===== src/rtl/proc_io_ctrl_if.sv =====
// ---------------------------------------------------------------------------
// proc_io_ctrl_if
// Bundles every non-clock, non-reset signal of proc_io_ctrl.
//   Control  : en, clr (in)            state, underrun, overrun, multi_en (out)
//   Upstream : s_data, s_valid (in)    s_ready (out)
//   Processor: proc_req_in, proc_out, proc_out_en (in)
//              proc_rst, proc_in (out)
//   Downstream: m_ready (in)           m_data, m_chan, m_valid (out)
// The slave modport is the controller's view; master is the environment's.
// ---------------------------------------------------------------------------
interface proc_io_ctrl_if #(
  parameter int NUBITS = 32,
  parameter int NOUT   = 7,
  parameter int NBCH   = 3
);
  logic              en;
  logic              clr;
  logic [NUBITS-1:0] s_data;
  logic              s_valid;
  logic              s_ready;
  logic              proc_rst;
  logic [NUBITS-1:0] proc_in;
  logic              proc_req_in;
  logic [NUBITS-1:0] proc_out;
  logic [NOUT-1:0]   proc_out_en;
  logic [NUBITS-1:0] m_data;
  logic [NBCH-1:0]   m_chan;
  logic              m_valid;
  logic              m_ready;
  logic [1:0]        state;
  logic              underrun;
  logic              overrun;
  logic              multi_en;

  modport slave (
    input  en, clr, s_data, s_valid, proc_req_in, proc_out, proc_out_en, m_ready,
    output s_ready, proc_rst, proc_in, m_data, m_chan, m_valid,
           state, underrun, overrun, multi_en
  );

  modport master (
    output en, clr, s_data, s_valid, proc_req_in, proc_out, proc_out_en, m_ready,
    input  s_ready, proc_rst, proc_in, m_data, m_chan, m_valid,
           state, underrun, overrun, multi_en
  );
endinterface


===== src/rtl/proc_io_ctrl.sv =====
// ---------------------------------------------------------------------------
// proc_io_ctrl
// Sequencing and I/O controller in front of a processor filter bank.
// Buffers upstream samples in a show-ahead input FIFO served on proc_req_in,
// collects decoded proc_out_en writes into a channel-tagged output FIFO with
// valid/ready, and holds the processor in reset until FILL samples are primed
// (and again after an underrun).
//   clk    : single clock
//   rst    : synchronous active-high reset
//   io_bus : proc_io_ctrl_if.slave (control, upstream, processor, downstream)
// ---------------------------------------------------------------------------
module proc_io_ctrl #(
  parameter int NUBITS = 32,
  parameter int IDEPTH = 16,
  parameter int ODEPTH = 8,
  parameter int NOUT   = 7,
  parameter int NBCH   = 3,
  parameter int FILL   = 8
) (
  input  logic           clk,
  input  logic           rst,
  proc_io_ctrl_if.slave  io_bus
);

  localparam int IPW   = $clog2(IDEPTH);
  localparam int IBITS = IPW + 1;
  localparam int OPW   = $clog2(ODEPTH);
  localparam int OBITS = OPW + 1;
  localparam int OW    = NBCH + NUBITS;

  localparam logic [IBITS-1:0] C_IDEPTH = IBITS'(IDEPTH);
  localparam logic [IBITS-1:0] C_FILL   = IBITS'(FILL);
  localparam logic [OBITS-1:0] C_ODEPTH = OBITS'(ODEPTH);

  localparam logic [1:0] S_IDLE = 2'd0;
  localparam logic [1:0] S_FILL = 2'd1;
  localparam logic [1:0] S_RUN  = 2'd2;
  localparam logic [1:0] S_HALT = 2'd3;

  logic [1:0]        r_state;
  logic              r_proc_rst;
  logic [NUBITS-1:0] r_imem [IDEPTH];
  logic [IPW-1:0]    r_iwr;
  logic [IPW-1:0]    r_ird;
  logic [IBITS-1:0]  r_icnt;
  logic [OW-1:0]     r_omem [ODEPTH];
  logic [OPW-1:0]    r_owr;
  logic [OPW-1:0]    r_ord;
  logic [OBITS-1:0]  r_ocnt;
  logic              r_underrun;
  logic              r_overrun;
  logic              r_multi;

  logic              w_iempty;
  logic              w_ipush;
  logic              w_req_run;
  logic              w_ipop;
  logic              w_under;
  logic              w_ofull;
  logic              w_owr_req;
  logic              w_owr;
  logic              w_oover;
  logic              w_opop;
  logic              w_multi;
  logic [NBCH-1:0]   w_chan;
  logic [1:0]        w_next_state;
  logic [OW-1:0]     w_ohead;

  // s_ready comes from the registered count only, so a full FIFO refuses a
  // push even when a pop happens in the same cycle.
  assign w_iempty  = (r_icnt == '0);
  assign w_ipush   = io_bus.s_valid & (r_icnt < C_IDEPTH);
  assign w_req_run = io_bus.proc_req_in & (r_state == S_RUN);
  assign w_ipop    = w_req_run & ~w_iempty;
  // No push-to-pop bypass: a request on an empty FIFO is an underrun even if
  // a word is being pushed on the same edge.
  assign w_under   = w_req_run & w_iempty;

  assign w_ofull   = (r_ocnt == C_ODEPTH);
  assign w_owr_req = |io_bus.proc_out_en;
  assign w_owr     = w_owr_req & ~w_ofull;
  assign w_oover   = w_owr_req & w_ofull;
  assign w_opop    = (r_ocnt != '0) & io_bus.m_ready;
  assign w_multi   = |(io_bus.proc_out_en & (io_bus.proc_out_en - NOUT'(1)));

  // Lowest set bit wins: scan from the top so the last match is the lowest.
  always_comb begin
    w_chan = '0;
    for (int k = NOUT - 1; k >= 0; k--) begin
      if (io_bus.proc_out_en[k]) w_chan = NBCH'(k);
    end
  end

  // clr and en=0 dominate every other transition; HALT only leaves through them.
  always_comb begin
    w_next_state = r_state;
    if (io_bus.clr || !io_bus.en) begin
      w_next_state = S_IDLE;
    end else begin
      case (r_state)
        S_IDLE:  w_next_state = S_FILL;
        S_FILL:  if (r_icnt >= C_FILL) w_next_state = S_RUN;
        S_RUN:   if (w_under) w_next_state = S_HALT;
        S_HALT:  w_next_state = S_HALT;
        default: w_next_state = S_IDLE;
      endcase
    end
  end

  // proc_rst is decoded from the next state so it changes on the same edge
  // as the state register.
  always_ff @(posedge clk) begin
    if (rst) begin
      r_state    <= S_IDLE;
      r_proc_rst <= 1'b1;
    end else begin
      r_state    <= w_next_state;
      r_proc_rst <= (w_next_state != S_RUN);
    end
  end

  // Storage arrays carry no reset; emptiness is tracked by the counters.
  always_ff @(posedge clk) begin
    if (w_ipush) r_imem[r_iwr] <= io_bus.s_data;
    if (w_owr)   r_omem[r_owr] <= {w_chan, io_bus.proc_out};
  end

  // clr empties both FIFOs and the sticky flags exactly like rst; any
  // transfer attempted on that edge is discarded.
  always_ff @(posedge clk) begin
    if (rst || io_bus.clr) begin
      r_iwr      <= '0;
      r_ird      <= '0;
      r_icnt     <= '0;
      r_owr      <= '0;
      r_ord      <= '0;
      r_ocnt     <= '0;
      r_underrun <= 1'b0;
      r_overrun  <= 1'b0;
      r_multi    <= 1'b0;
    end else begin
      if (w_ipush) r_iwr <= r_iwr + IPW'(1);
      if (w_ipop)  r_ird <= r_ird + IPW'(1);
      r_icnt <= r_icnt + IBITS'(w_ipush) - IBITS'(w_ipop);
      if (w_owr)   r_owr <= r_owr + OPW'(1);
      if (w_opop)  r_ord <= r_ord + OPW'(1);
      r_ocnt <= r_ocnt + OBITS'(w_owr) - OBITS'(w_opop);
      if (w_under) r_underrun <= 1'b1;
      if (w_oover) r_overrun  <= 1'b1;
      if (w_multi) r_multi    <= 1'b1;
    end
  end

  // Heads read as zero when their FIFO is empty.
  assign w_ohead = (r_ocnt != '0) ? r_omem[r_ord] : '0;

  assign io_bus.s_ready  = (r_icnt < C_IDEPTH);
  assign io_bus.proc_in  = w_iempty ? '0 : r_imem[r_ird];
  assign io_bus.proc_rst = r_proc_rst;
  assign io_bus.m_valid  = (r_ocnt != '0);
  assign io_bus.m_data   = w_ohead[NUBITS-1:0];
  assign io_bus.m_chan   = w_ohead[OW-1:NUBITS];
  assign io_bus.state    = r_state;
  assign io_bus.underrun = r_underrun;
  assign io_bus.overrun  = r_overrun;
  assign io_bus.multi_en = r_multi;

endmodule

===== src/flat_wrapper.sv =====
// flat-port wrapper written by rule: the top's interface ports become plain ports
module proc_io_ctrl_flat 
#(
  parameter int NUBITS = 32,
  parameter int IDEPTH = 16,
  parameter int ODEPTH = 8,
  parameter int NOUT   = 7,
  parameter int NBCH   = 3,
  parameter int FILL   = 8
)
  (clk, rst, io_bus_en, io_bus_clr, io_bus_s_data, io_bus_s_valid, io_bus_proc_req_in, io_bus_proc_out, io_bus_proc_out_en, io_bus_m_ready, io_bus_s_ready, io_bus_proc_rst, io_bus_proc_in, io_bus_m_data, io_bus_m_chan, io_bus_m_valid, io_bus_state, io_bus_underrun, io_bus_overrun, io_bus_multi_en);
  proc_io_ctrl_if #(.NUBITS(NUBITS), .NOUT(NOUT), .NBCH(NBCH)) io_bus_i ();
  input  logic clk;
  input  logic rst;
  input wire logic [$bits(io_bus_i.en)-1:0] io_bus_en;
  input wire logic [$bits(io_bus_i.clr)-1:0] io_bus_clr;
  input wire logic [$bits(io_bus_i.s_data)-1:0] io_bus_s_data;
  input wire logic [$bits(io_bus_i.s_valid)-1:0] io_bus_s_valid;
  input wire logic [$bits(io_bus_i.proc_req_in)-1:0] io_bus_proc_req_in;
  input wire logic [$bits(io_bus_i.proc_out)-1:0] io_bus_proc_out;
  input wire logic [$bits(io_bus_i.proc_out_en)-1:0] io_bus_proc_out_en;
  input wire logic [$bits(io_bus_i.m_ready)-1:0] io_bus_m_ready;
  output wire logic [$bits(io_bus_i.s_ready)-1:0] io_bus_s_ready;
  output wire logic [$bits(io_bus_i.proc_rst)-1:0] io_bus_proc_rst;
  output wire logic [$bits(io_bus_i.proc_in)-1:0] io_bus_proc_in;
  output wire logic [$bits(io_bus_i.m_data)-1:0] io_bus_m_data;
  output wire logic [$bits(io_bus_i.m_chan)-1:0] io_bus_m_chan;
  output wire logic [$bits(io_bus_i.m_valid)-1:0] io_bus_m_valid;
  output wire logic [$bits(io_bus_i.state)-1:0] io_bus_state;
  output wire logic [$bits(io_bus_i.underrun)-1:0] io_bus_underrun;
  output wire logic [$bits(io_bus_i.overrun)-1:0] io_bus_overrun;
  output wire logic [$bits(io_bus_i.multi_en)-1:0] io_bus_multi_en;
  assign io_bus_i.en = io_bus_en;
  assign io_bus_i.clr = io_bus_clr;
  assign io_bus_i.s_data = io_bus_s_data;
  assign io_bus_i.s_valid = io_bus_s_valid;
  assign io_bus_i.proc_req_in = io_bus_proc_req_in;
  assign io_bus_i.proc_out = io_bus_proc_out;
  assign io_bus_i.proc_out_en = io_bus_proc_out_en;
  assign io_bus_i.m_ready = io_bus_m_ready;
  assign io_bus_s_ready = io_bus_i.s_ready;
  assign io_bus_proc_rst = io_bus_i.proc_rst;
  assign io_bus_proc_in = io_bus_i.proc_in;
  assign io_bus_m_data = io_bus_i.m_data;
  assign io_bus_m_chan = io_bus_i.m_chan;
  assign io_bus_m_valid = io_bus_i.m_valid;
  assign io_bus_state = io_bus_i.state;
  assign io_bus_underrun = io_bus_i.underrun;
  assign io_bus_overrun = io_bus_i.overrun;
  assign io_bus_multi_en = io_bus_i.multi_en;
  proc_io_ctrl #(.NUBITS(NUBITS), .IDEPTH(IDEPTH), .ODEPTH(ODEPTH), .NOUT(NOUT), .NBCH(NBCH), .FILL(FILL)) u_core (.clk(clk), .rst(rst), .io_bus(io_bus_i));
endmodule

===== config.mk =====
export PLATFORM = sky130hd
export DESIGN_NAME = proc_io_ctrl_flat
export DESIGN_NICKNAME = d
export VERILOG_FILES = /design/src/rtl/proc_io_ctrl_if.sv /design/src/rtl/proc_io_ctrl.sv /design/src/flat_wrapper.sv
export SDC_FILE = /design/constraint.sdc
export NUM_CORES = 1
export LEC_CHECK = 0
export BUFFER_PORTS_ARGS = -buffer_cell sky130_fd_sc_hd__buf_2
export CAP_MARGIN = 20
export CORE_ASPECT_RATIO = 0.6
export CORE_MARGIN = 2
export CORE_UTILIZATION = 55
export DETAILED_ROUTE_END_ITERATION = 10
export PLACE_DENSITY = 0.73
export RECOVER_POWER = 25
export SLEW_MARGIN = 10
export SYNTH_ARGS = -nofsm -noshare
export SYNTH_HDL_FRONTEND = slang
export SYNTH_SLANG_ARGS = --single-unit
export TNS_END_PERCENT = 10

===== constraint.sdc =====
create_clock -name clk -period 5 [get_ports clk]
set_clock_uncertainty 0.1 [all_clocks]
set_input_delay 0.75 -clock clk [delete_from_list [all_inputs] [get_ports clk]]
set_output_delay 0.75 -clock clk [all_outputs]
set_load 0.01 [all_outputs]

==> results of run 1 <==
==> power by group through the flow <==
| stage | clock (mW) | sequential (mW) | combinational (mW) |
|---|---|---|---|
| 2_1_floorplan | 0 | 7.97 | 0.829 |
| 3_3_place_gp | 0 | 8.00 | 1.33 |
| 3_5_place_dp | 0 | 8.01 | 1.36 |
| 4_1_cts | 5.78 | 7.86 | 1.37 |
| 5_1_grt | 6.03 | 7.87 | 1.47 |
| 6_report | 5.70 | 7.86 | 1.35 |
==> per-stage QoR <==
step | worst slack, ps | util (%)
4_1_cts | 1207 | 63.10
3_3_place_gp | 1573 | 58.90
3_5_place_dp | 1473 | 58.90
6_report | 1323 | 63.00
2_1_floorplan | 614.1 | -
5_1_grt | 1054 | 63.00
==> cells in the mapped netlist (14+ instances only) <==
| cell | number |
|---|---|
| a22oi_2 | 30 |
| clkbuf_1 | 25 |
| nor2_1 | 88 |
| nand2_1 | 44 |
| dfxtp_1 | 36 |
| mux4_2 | 187 |
| inv_1 | 15 |
| buf_2 | 26 |
| edfxtp_1 | 792 |
| mux2i_1 | 40 |
| a22oi_1 | 32 |
| buf_1 | 14 |
| ha_1 | 19 |
==> worst max-delay path, delay by kind of cell (launching register included) <==
| family | cells | cell delay (ps) |
|---|---|---|
| buffers and inverters | 2 | 480 |
| DFF | 1 | 830 |
| muxes | 2 | 740 |
| and+or+nand+nor | 1 | 60 |
==> final timing paths <==
path / to / slack [ps] / cells after the start
max: io_bus_m_data[7] / 1320 / 5
min: u_core.io_bus.state[1] / 320 / 3
max reg2reg: u_core.r_omem[6][16] / 1820 / 6
min reg2reg: u_core.io_bus.underrun / 360 / 1
==> routing by layer <==
| metal | wire length [um] | track usage [%] |
|---|---|---|
| met3 | 4849 | 4.415 |
| met5 | 10 | 0 |
| met1 | 29940 | 35.52 |
| met4 | 1075 | 5.879 |
| met2 | 30390 | 32.65 |
==> sequential cells by signal (all words and copies together) (netlist names), named ones only <==
register / count
u_core.io_bus.overrun: 1
u_core.io_bus.state: 2
u_core.r_imem: 512
u_core.io_bus.underrun: 1
u_core.r_icnt: 5
u_core.r_omem: 280
u_core.r_ird: 4
u_core.r_ord: 3
u_core.r_owr: 3
u_core.r_iwr: 4
u_core.io_bus.multi_en: 1
u_core.r_ocnt: 4
u_core.io_bus.proc_rst: 1
==> logic make-up after synthesis <==
kind of cell,Yosys count,synth area share (%)
DFF,828,77.10
muxes,236,15.18
and+or+nand+nor,175,2.480
AOI/OAI and AO/OA,96,2.634
buffers and inverters,91,1.378
adders and majority gates,21,0.8740
xor gates and xnor gates,13,0.3583
==> layout by cell type (no fill, tap or decap), types with 7 or more instances in the layout <==
master,count
mux4_2,187
clkinv_1,16
dfxtp_1,31
buf_2,101
ha_1,19
mux2i_1,40
clkbuf_1,71
nor3_2,7
xnor2_1,8
mux4_4,8
nor2_4,18
inv_1,15
edfxtp_1,792
a21oi_1,13
clkinv_2,12
nand2b_1,7
a22oi_2,30
clkbuf_16,78
a22oi_1,32
nor2_1,70
buf_4,38
nand2_1,44
==> layout make-up <==
class	instances	area, sq um
Antenna cell	2	5.005
Inverter	16	60.06
Timing Repair Buffer	196	1102
Sequential cell	828	24520
Clock buffer	98	2027
Tap cell	770	963.4
Multi-Input combinational cell	541	7020
Fill cell	3833	21190
Clock inverter	40	379.1
==> flow_summary.ini, run 1 <==
[run_status]
outcome = complete, no violations

[yosys]
ys_types = 51
yosys.area.top_type = edfxtp_1
avgSynthCellArea_sq_um = 21.77
synthTopCellsByArea = edfxtp_1, mux4_2, dfxtp_1
async_flop_share_pct = 0
synth_edf_count = 792
ys_seq_elements = 828
yosysSeqAreaShare_pct = 77.10
synth_top_area_share_pct = 74.83
ys.flop_type = edfxtp_1
yosys_warnings = 0
syn_nets = 1559
synth_cells = 1460
syn_area_sq_mm = 0.03178

[setup_path]
crit_chain = buf_12, mux4_2, mux2i_1, nor2_1, buf_2
critPathLaunchType = flip-flop
r2r-start = u_core.r_ocnt[2]
worst-endpoint-arrival_ps = 2830
cpPeakStageDelay_ps = 830
cp.required_ps = 4150
crit_type = reg -> out
critPathMaxFanout = 37
end_kind = primary output
slowest_stage = dfxtp_4

[flow_run]
max_cap_violations = 0

[global_route]
grt_pass1_wl_mm = 98.11
grt-ovfl-total = 0
grt_usage_pct = 22.52
antenna_found_initial = 3
grt_max_degree = 48
grt_pass1_vias = 15200

[place]
placedCellCount = 2351
hpwlAfterDp_mm = 37.52
dpl-instance-area_sq_mm = 0.03373
place.gp.congestion = 0.7456
io_buffers = 152

[cts]
clkLatencyLatePin_ps = 620
htreeDepth = 3
clk_path_buf_depth = 3
postCtsResizedCells = 0
clk_pin_slew_ps = 60
cts-root-buf = clkbuf_16
cts_setup_buffers = 0
cts_sinks = 828
cts_buffers = 75
cts_tree = built
holdBufCountCts = 0

[power]
p_sw_mw = 3.386
power_frac_comb_pct = 9.1
power_density_mw_per_mm2 = 413.2
swShare_pct = 22.72
pwr-share-clk_pct = 38.2
p_int_mw = 11.52
report.power.total_mw = 14.91
leakage_nw = 11.36
ir_worst_vdd_v = 0.0002752
seqPwrFrac_pct = 52.7

[timing]
slew_headroom_pct = 31.16
hold_ws_ps = 318.7
setup_viol = 0
fin_tns_setup_ps = 0
rsz0062_at_grt = no
worstMarginPinSlew_ps = 1030
timing.final.crit_share_pct = 73.54
final_max_slew_viol_count = 0
fin_crit_ps = 3677
hold_viol_final = 0
max_freq_mhz = 272.0

[hold_path]
hold_start = io_bus_en
hp-class = in -> reg

[die]
coreArea_sq_mm = 0.05726
num_rows = 68
io_pins = 153
dieHeight_um = 190.2
die_w_um = 314.3
initial_utilization_pct = 55.50
die-area_sq_mm = 0.05979

[detailed_routing]
wirelength_mm = 66.27
first_pass_iters = 5
via_count = 15160
drc = 0
viasPerCell = 6.084
ant_nets = 0
first_iter_violations = 1651
wl_per_cell_um = 26.61

[finish]
layout-drive-gt1-share_pct = 29.67
stdcell_area_sq_mm = 0.03607
instances_no_fill = 2491
fin_nets = 1757
area_growth_pct = 13.51
No activity file was read; power rests on OpenSTA's default activity.
==> inputs of run 2 (changes only) <==
- PLACE_DENSITY: 0.73 -> 0.75
- clock period: 5 -> 3 ns (I/O delays scaled with it)
==> flow_summary.ini, run 2 (same netlist as run 1, synthesis figures left out) <==
[timing]
max_freq_mhz = 331.8
rsz0062_at_grt = yes
hold_viol_final = 0
fin_crit_ps = 3013
setup_viol = 5
slew_headroom_pct = 37.33
final_max_slew_viol_count = 0
hold_ws_ps = 32.45
setup_slack_ps = -13.48
worstMarginPinSlew_ps = 932.8
timing.final.crit_share_pct = 100.4

[hold_path]
hp-class = in -> reg
holdPathStages = 3
min_to = u_core.io_bus.state[1]
hold_start = io_bus_en

[die]
dieHeight_um = 190.2
die-area_sq_mm = 0.05979
die_w_um = 314.3
num_rows = 68
io_pins = 153
initial_utilization_pct = 55.50
coreArea_sq_mm = 0.05726

[global_route]
grt_pass1_wl_mm = 104.5
grt-ovfl-total = 0
antenna_found_initial = 1
met1_usage_pct = 36.35
met2_usage_pct = 36.32
grt_usage_pct = 24.08
grt_max_degree = 41
grt_pass1_vias = 16360
grt-busiest-layer = met1
use_met3_pct = 5.069

[setup_path]
slowest_stage = mux4_2
crit_type = reg -> out
critPathMaxFanout = 8
crit_chain = buf_12, buf_16, buf_4, mux4_2, a22oi_1, nand2_2, buf_6
reg2reg_depth = 12
r2r_slack_ps = 470
cp_top_family = buffers and inverters
cp_num_buf_inv = 4
cp.required_ps = 2450
rr_endpoint = u_core.r_icnt[4]
end_kind = primary output
worst-endpoint-arrival_ps = 2460
r2r-start = u_core.r_icnt[2]
cpPeakStageDelay_ps = 510
critPathLaunchType = flip-flop

[place]
hpwlAfterDp_mm = 38.54
place.gp.congestion = 0.7802
io_buffers = 152
placedCellCount = 2379
dpl-instance-area_sq_mm = 0.03428

[finish]
area_growth_pct = 19.39
regMostFlops = u_core.r_imem
post-route-util_pct = 66.27
instances_no_fill = 2596
fillers = 3581
largest_reg_flops = 512
stdcell_area_sq_mm = 0.03795
fin_nets = 1871
layout-drive-gt1-share_pct = 35.51
reg_top3 = u_core.r_imem (512), u_core.r_omem (280), u_core.r_icnt (5)
mostFrequentLayoutCell = edfxtp_1
layout_common_cells = edfxtp_1, mux4_2, buf_2, clkbuf_16, nor2_1

[power]
power_density_mw_per_mm2 = 662.5
ir_worst_vdd_v = 0.0004805
leakage_nw = 12.17
report.power.total_mw = 25.14

[detailed_routing]
via_count = 15950
first_iter_violations = 2094
drc = 0
ant_nets = 0
wirelength_mm = 71.76
viasPerCell = 6.143
first_pass_iters = 5
wl_per_cell_um = 27.64

[cts]
cts-root-buf = clkbuf_16
cts_sinks = 828
clk_path_buf_depth = 3
htreeDepth = 3
clkLatencyLatePin_ps = 620
clk_pin_slew_ps = 70
cts_tree = built
cts_buffers = 75

[run_status]
failed_checks = setup timing
outcome = complete, but fails checks

[flow_run]
max_cap_violations = 0
run 2: cell count changes in the layout (fill, tap and decap cells not counted), moves of 4 or more:
cell           previous run  this run
a22oi_1                  32        12
a22oi_2                  30        50
buf_12                    6        31
buf_16                    0        12
buf_2                   101       114
buf_4                    38        64
buf_6                     0        22
clkbuf_1                 71        46
dlygate4sd3_1             0        25
nand2_1                  44        39
nand2_2                   0         4
nor3_2                    7         3
nor3_4                    0         4
run 2: layout make-up:
| type | instances | area, sq um | share of cell area, % |
|---|---|---|---|
| Sequential cell | 828 | 24520 | 64.62 |
| Multi-Input combinational cell | 543 | 7214 | 19.01 |
| Timing Repair Buffer | 308 | 2786 | 7.343 |
| Clock buffer | 90 | 1964 | 5.177 |
| Tap cell | 770 | 963.4 | 2.539 |
| Clock inverter | 40 | 432.9 | 1.141 |
| Inverter | 16 | 60.06 | 0.1583 |
| Antenna cell | 1 | 2.502 | 0.006595 |
run 2: repair_timing:
item | 4_1_cts | 5_1_grt
hold buffers | 25 | 0
endpoints found under the hold margin | 190 | 0
cloned | 8 | 5
pin swaps | 24 | 15
setup buffers | 28 | 21
resized for setup | 53 | 28
endpoints found under the setup margin | 60 | 37
run 2: where the power goes:
part           switching, mW  internal [mW]
combinational           1.49           1.08
clock                   4.14           5.38
sequential            0.0958           13.0
run 2: stage by stage:
stage | worst slack, ps | TNS (ps)
after global placement | 229.2 | 0
after CTS | -89.16 | -483.7
final | -13.48 | -25.67
after floorplan | -748.6 | -121560
after global routing | -116.6 | -1797
after detailed placement | 174.8 | 0
run 2: worst max-delay path by stage:
stage                                start                   to  slack (ps)  cells past startpoint
after floorplan             io_bus_s_valid  u_core.r_imem[0][0]        -750                      4
after global placement    u_core.r_icnt[3]    io_bus_proc_in[5]         230                      7
after detailed placement  u_core.r_icnt[2]    io_bus_proc_in[5]         170                      9
after CTS                        flip-flop    io_bus_proc_in[4]         -90                      6
after global routing             flip-flop    io_bus_proc_in[9]        -120                      7
final                            flip-flop    io_bus_proc_in[9]         -10                      7
run 2: routing by layer:
layer  wire [um]  up-vias
li1            -     6676
met4        1379        0
met3        6384      105
met5           0        -
met2       33580      802
met1       30420     8365
run 2: worst reg2reg max path, delay by kind of cell (launching register included):
kind | cells | cell delay, ps
flops | 1 | 330
simple gates | 4 | 540
fa+ha+maj | 3 | 800
xor+xnor | 1 | 130
buf+inv | 2 | 260
compound gates | 2 | 240
==> inputs of run 3 (changes only) <==
- ABC_AREA: unset -> 1
- SLEW_MARGIN: 10 -> unset
==> flow_summary.ini, run 3 <==
[run_status]
outcome = complete, no violations

[timing]
worstMarginPinSlew_ps = 808.9
final_max_slew_viol_count = 0
timing.final.crit_share_pct = 98.91
setup_viol = 0
hold_viol_final = 0
max_freq_mhz = 337.0
rsz0062_at_grt = yes
fin_crit_ps = 2967
slew_headroom_pct = 46.07
fin_tns_setup_ps = 0
setup_slack_ps = 32.56

[power]
pwr-share-clk_pct = 35.4
ir_worst_vdd_v = 0.0005275
p_int_mw = 19.37
p_sw_mw = 6.834
power_frac_comb_pct = 14.0
power_density_mw_per_mm2 = 662.7
seqPwrFrac_pct = 50.5
swShare_pct = 26.08
leakage_nw = 15.39

[cts]
cts_buffers = 76
cts_tree = built
htreeDepth = 3
clkLatencyLatePin_ps = 630
cts_sinks = 828
clk_path_buf_depth = 3
cts-root-buf = clkbuf_16
clk_pin_slew_ps = 60

[setup_path]
crit_type = reg -> out
end_kind = primary output
critPathMaxFanout = 49
worst-endpoint-arrival_ps = 2420
r2r-start = u_core.r_icnt[2]
critPathLaunchType = flip-flop
cp.required_ps = 2450

[yosys]
synth_top_area_share_pct = 69.03
yosys_warnings = 0
ys_seq_elements = 828
ys.flop_type = edfxtp_1
async_flop_share_pct = 0
avgSynthCellArea_sq_um = 11.15
synth_edf_count = 792
synthTopCellsByArea = edfxtp_1, nand2_1, nand3_1
yosys.area.top_type = edfxtp_1
syn_nets = 3190
netlist_top_cells_count = nand2_1, edfxtp_1, nand3_1, inv_1, nor2_1
synth_cells = 3091
ys_types = 30
yosysSeqAreaShare_pct = 71.12
syn_area_sq_mm = 0.03445
synth_most_common_cell = nand2_1

[finish]
reg_top3 = u_core.r_imem (512), u_core.r_omem (280), u_core.r_icnt (5)
regMostFlops = u_core.r_imem
instances_no_fill = 4179
area_growth_pct = 14.79
fillers = 4523
layout-drive-gt1-share_pct = 10.75
mostFrequentLayoutCell = nand2_1
layout_common_cells = nand2_1, edfxtp_1, nand3_1, inv_1, nor2_1
diodes = 0
fin_nets = 3377
stdcell_area_sq_mm = 0.03955
largest_reg_flops = 512

[die]
initial_utilization_pct = 55.32
die-area_sq_mm = 0.06472
num_rows = 71
coreArea_sq_mm = 0.06227
io_pins = 153
dieHeight_um = 197.9
die_w_um = 327.1

[detailed_routing]
first_iter_violations = 3622
first_pass_iters = 6
wirelength_mm = 87.46
wl_per_cell_um = 20.93
via_count = 23760
viasPerCell = 5.685
ant_nets = 0
drc = 0

[global_route]
antenna_found_initial = 0
grt_pass1_vias = 22610
grt-ovfl-total = 0
grt_usage_pct = 26.02
grt_pass1_wl_mm = 128.7
grt_max_degree = 141

[hold_path]
hp-class = in -> reg
hold_start = io_bus_clr

[place]
place.gp.congestion = 0.8454
dpl-instance-area_sq_mm = 0.03654
placedCellCount = 3993
io_buffers = 152
hpwlAfterDp_mm = 48.38
pre_cts_ws_ps = 448.0

[flow_run]
max_cap_violations = 0
## run 3: changes by cell type after synthesis, sizes merged, moves of 17 or more
cell | before | now
a21oi | 13 | 57
a22oi | 62 | 0
buf | 50 | 123
clkbuf | 25 | 42
inv | 16 | 309
mux2i | 40 | 0
mux4 | 195 | 0
nand2 | 44 | 849
nand3 | 2 | 327
nor2 | 88 | 302
o211ai | 0 | 35
o21ai | 3 | 152
o22ai | 0 | 35
## run 3: layout make-up
| class | instances | area (sq um) | area share (%) |
|---|---|---|---|
| flip-flops and latches | 828 | 24520 | 62.01 |
| multi-input cells | 1789 | 8059 | 20.38 |
| repair buffers | 272 | 2359 | 5.964 |
| clock buffers | 99 | 2052 | 5.189 |
| inverters | 309 | 1187 | 3.003 |
| well taps | 839 | 1050 | 2.654 |
| clock inverters | 41 | 300.3 | 0.7593 |
| repair inverters | 2 | 17.52 | 0.04429 |
## run 3: critical path, stage by stage (launching register included)
cell and delay (ps):
dfxtp_4 460, buf_12 140, buf_16 230, nand2_1 90, nand2_1 70, nand2_1 40, nand3_1 90, nand3_1 180
a21oi_1 290, buf_2 180
## run 3: path summary, 6_finish.rpt
check                                 to  slack, ps  cells past startpoint
setup / recovery      io_bus_proc_in[26]         30                      9
hold / removal    u_core.io_bus.proc_rst         60                      4
setup reg to reg        u_core.r_icnt[4]        430                     13
hold reg to reg                flip-flop        360                      2
## run 3: stage by stage
stage / power [mW] / hold WS (ps) / utilization [%]
finish: 26.21 / 62.30 / 63.50
global route: 27.17 / 63.02 / 63.50
CTS: 26.26 / 4.596 / 63.06
detailed placement: 17.04 / 351.2 / 58.67
global placement: 16.87 / 338.3 / 58.67
floorplan: 15.46 / 333.4 / -
## run 3: kinds of logic (layout without fill, tap and decap cells)
logic type,Yosys count,in the layout,share of synthesized area [%]
and+or+nand+nor,1481,1481,17.36
xor gates and xnor gates,3,3,0.07628
buffers and inverters,474,723,6.094
adders and majority gates,21,21,0.8063
DFF,828,828,71.12
AOI/OAI and AO/OA,284,284,4.543
## run 3: what timing repair did
item                                    in CTS  in global routing
setup buffers                                0                  5
endpoints found under the setup margin      30                 50
cloned                                       0                  9
hold buffers                                32                  0
resized for setup                           15                 19
pin swaps                                    0                  1
hold endpoints to repair                   220                  0
## run 3: metal layers
| metal | track usage, % | wire length, um |
|---|---|---|
| met5 | 0 | 0 |
| met2 | 38.71 | 38700 |
| met3 | 5.320 | 10300 |
| met1 | 39.50 | 36900 |
| met4 | 6.303 | 1564 |
## run 3: power groups by stage
stage / Combinational, mW / Sequential (mW) / Clock, mW
6_report: 3.68 / 13.2 / 9.29
5_1_grt: 4.05 / 13.3 / 9.85
4_1_cts: 3.62 / 13.2 / 9.41
3_5_place_dp: 3.56 / 13.5 / 0
3_3_place_gp: 3.42 / 13.5 / 0
2_1_floorplan: 2.00 / 13.5 / 0
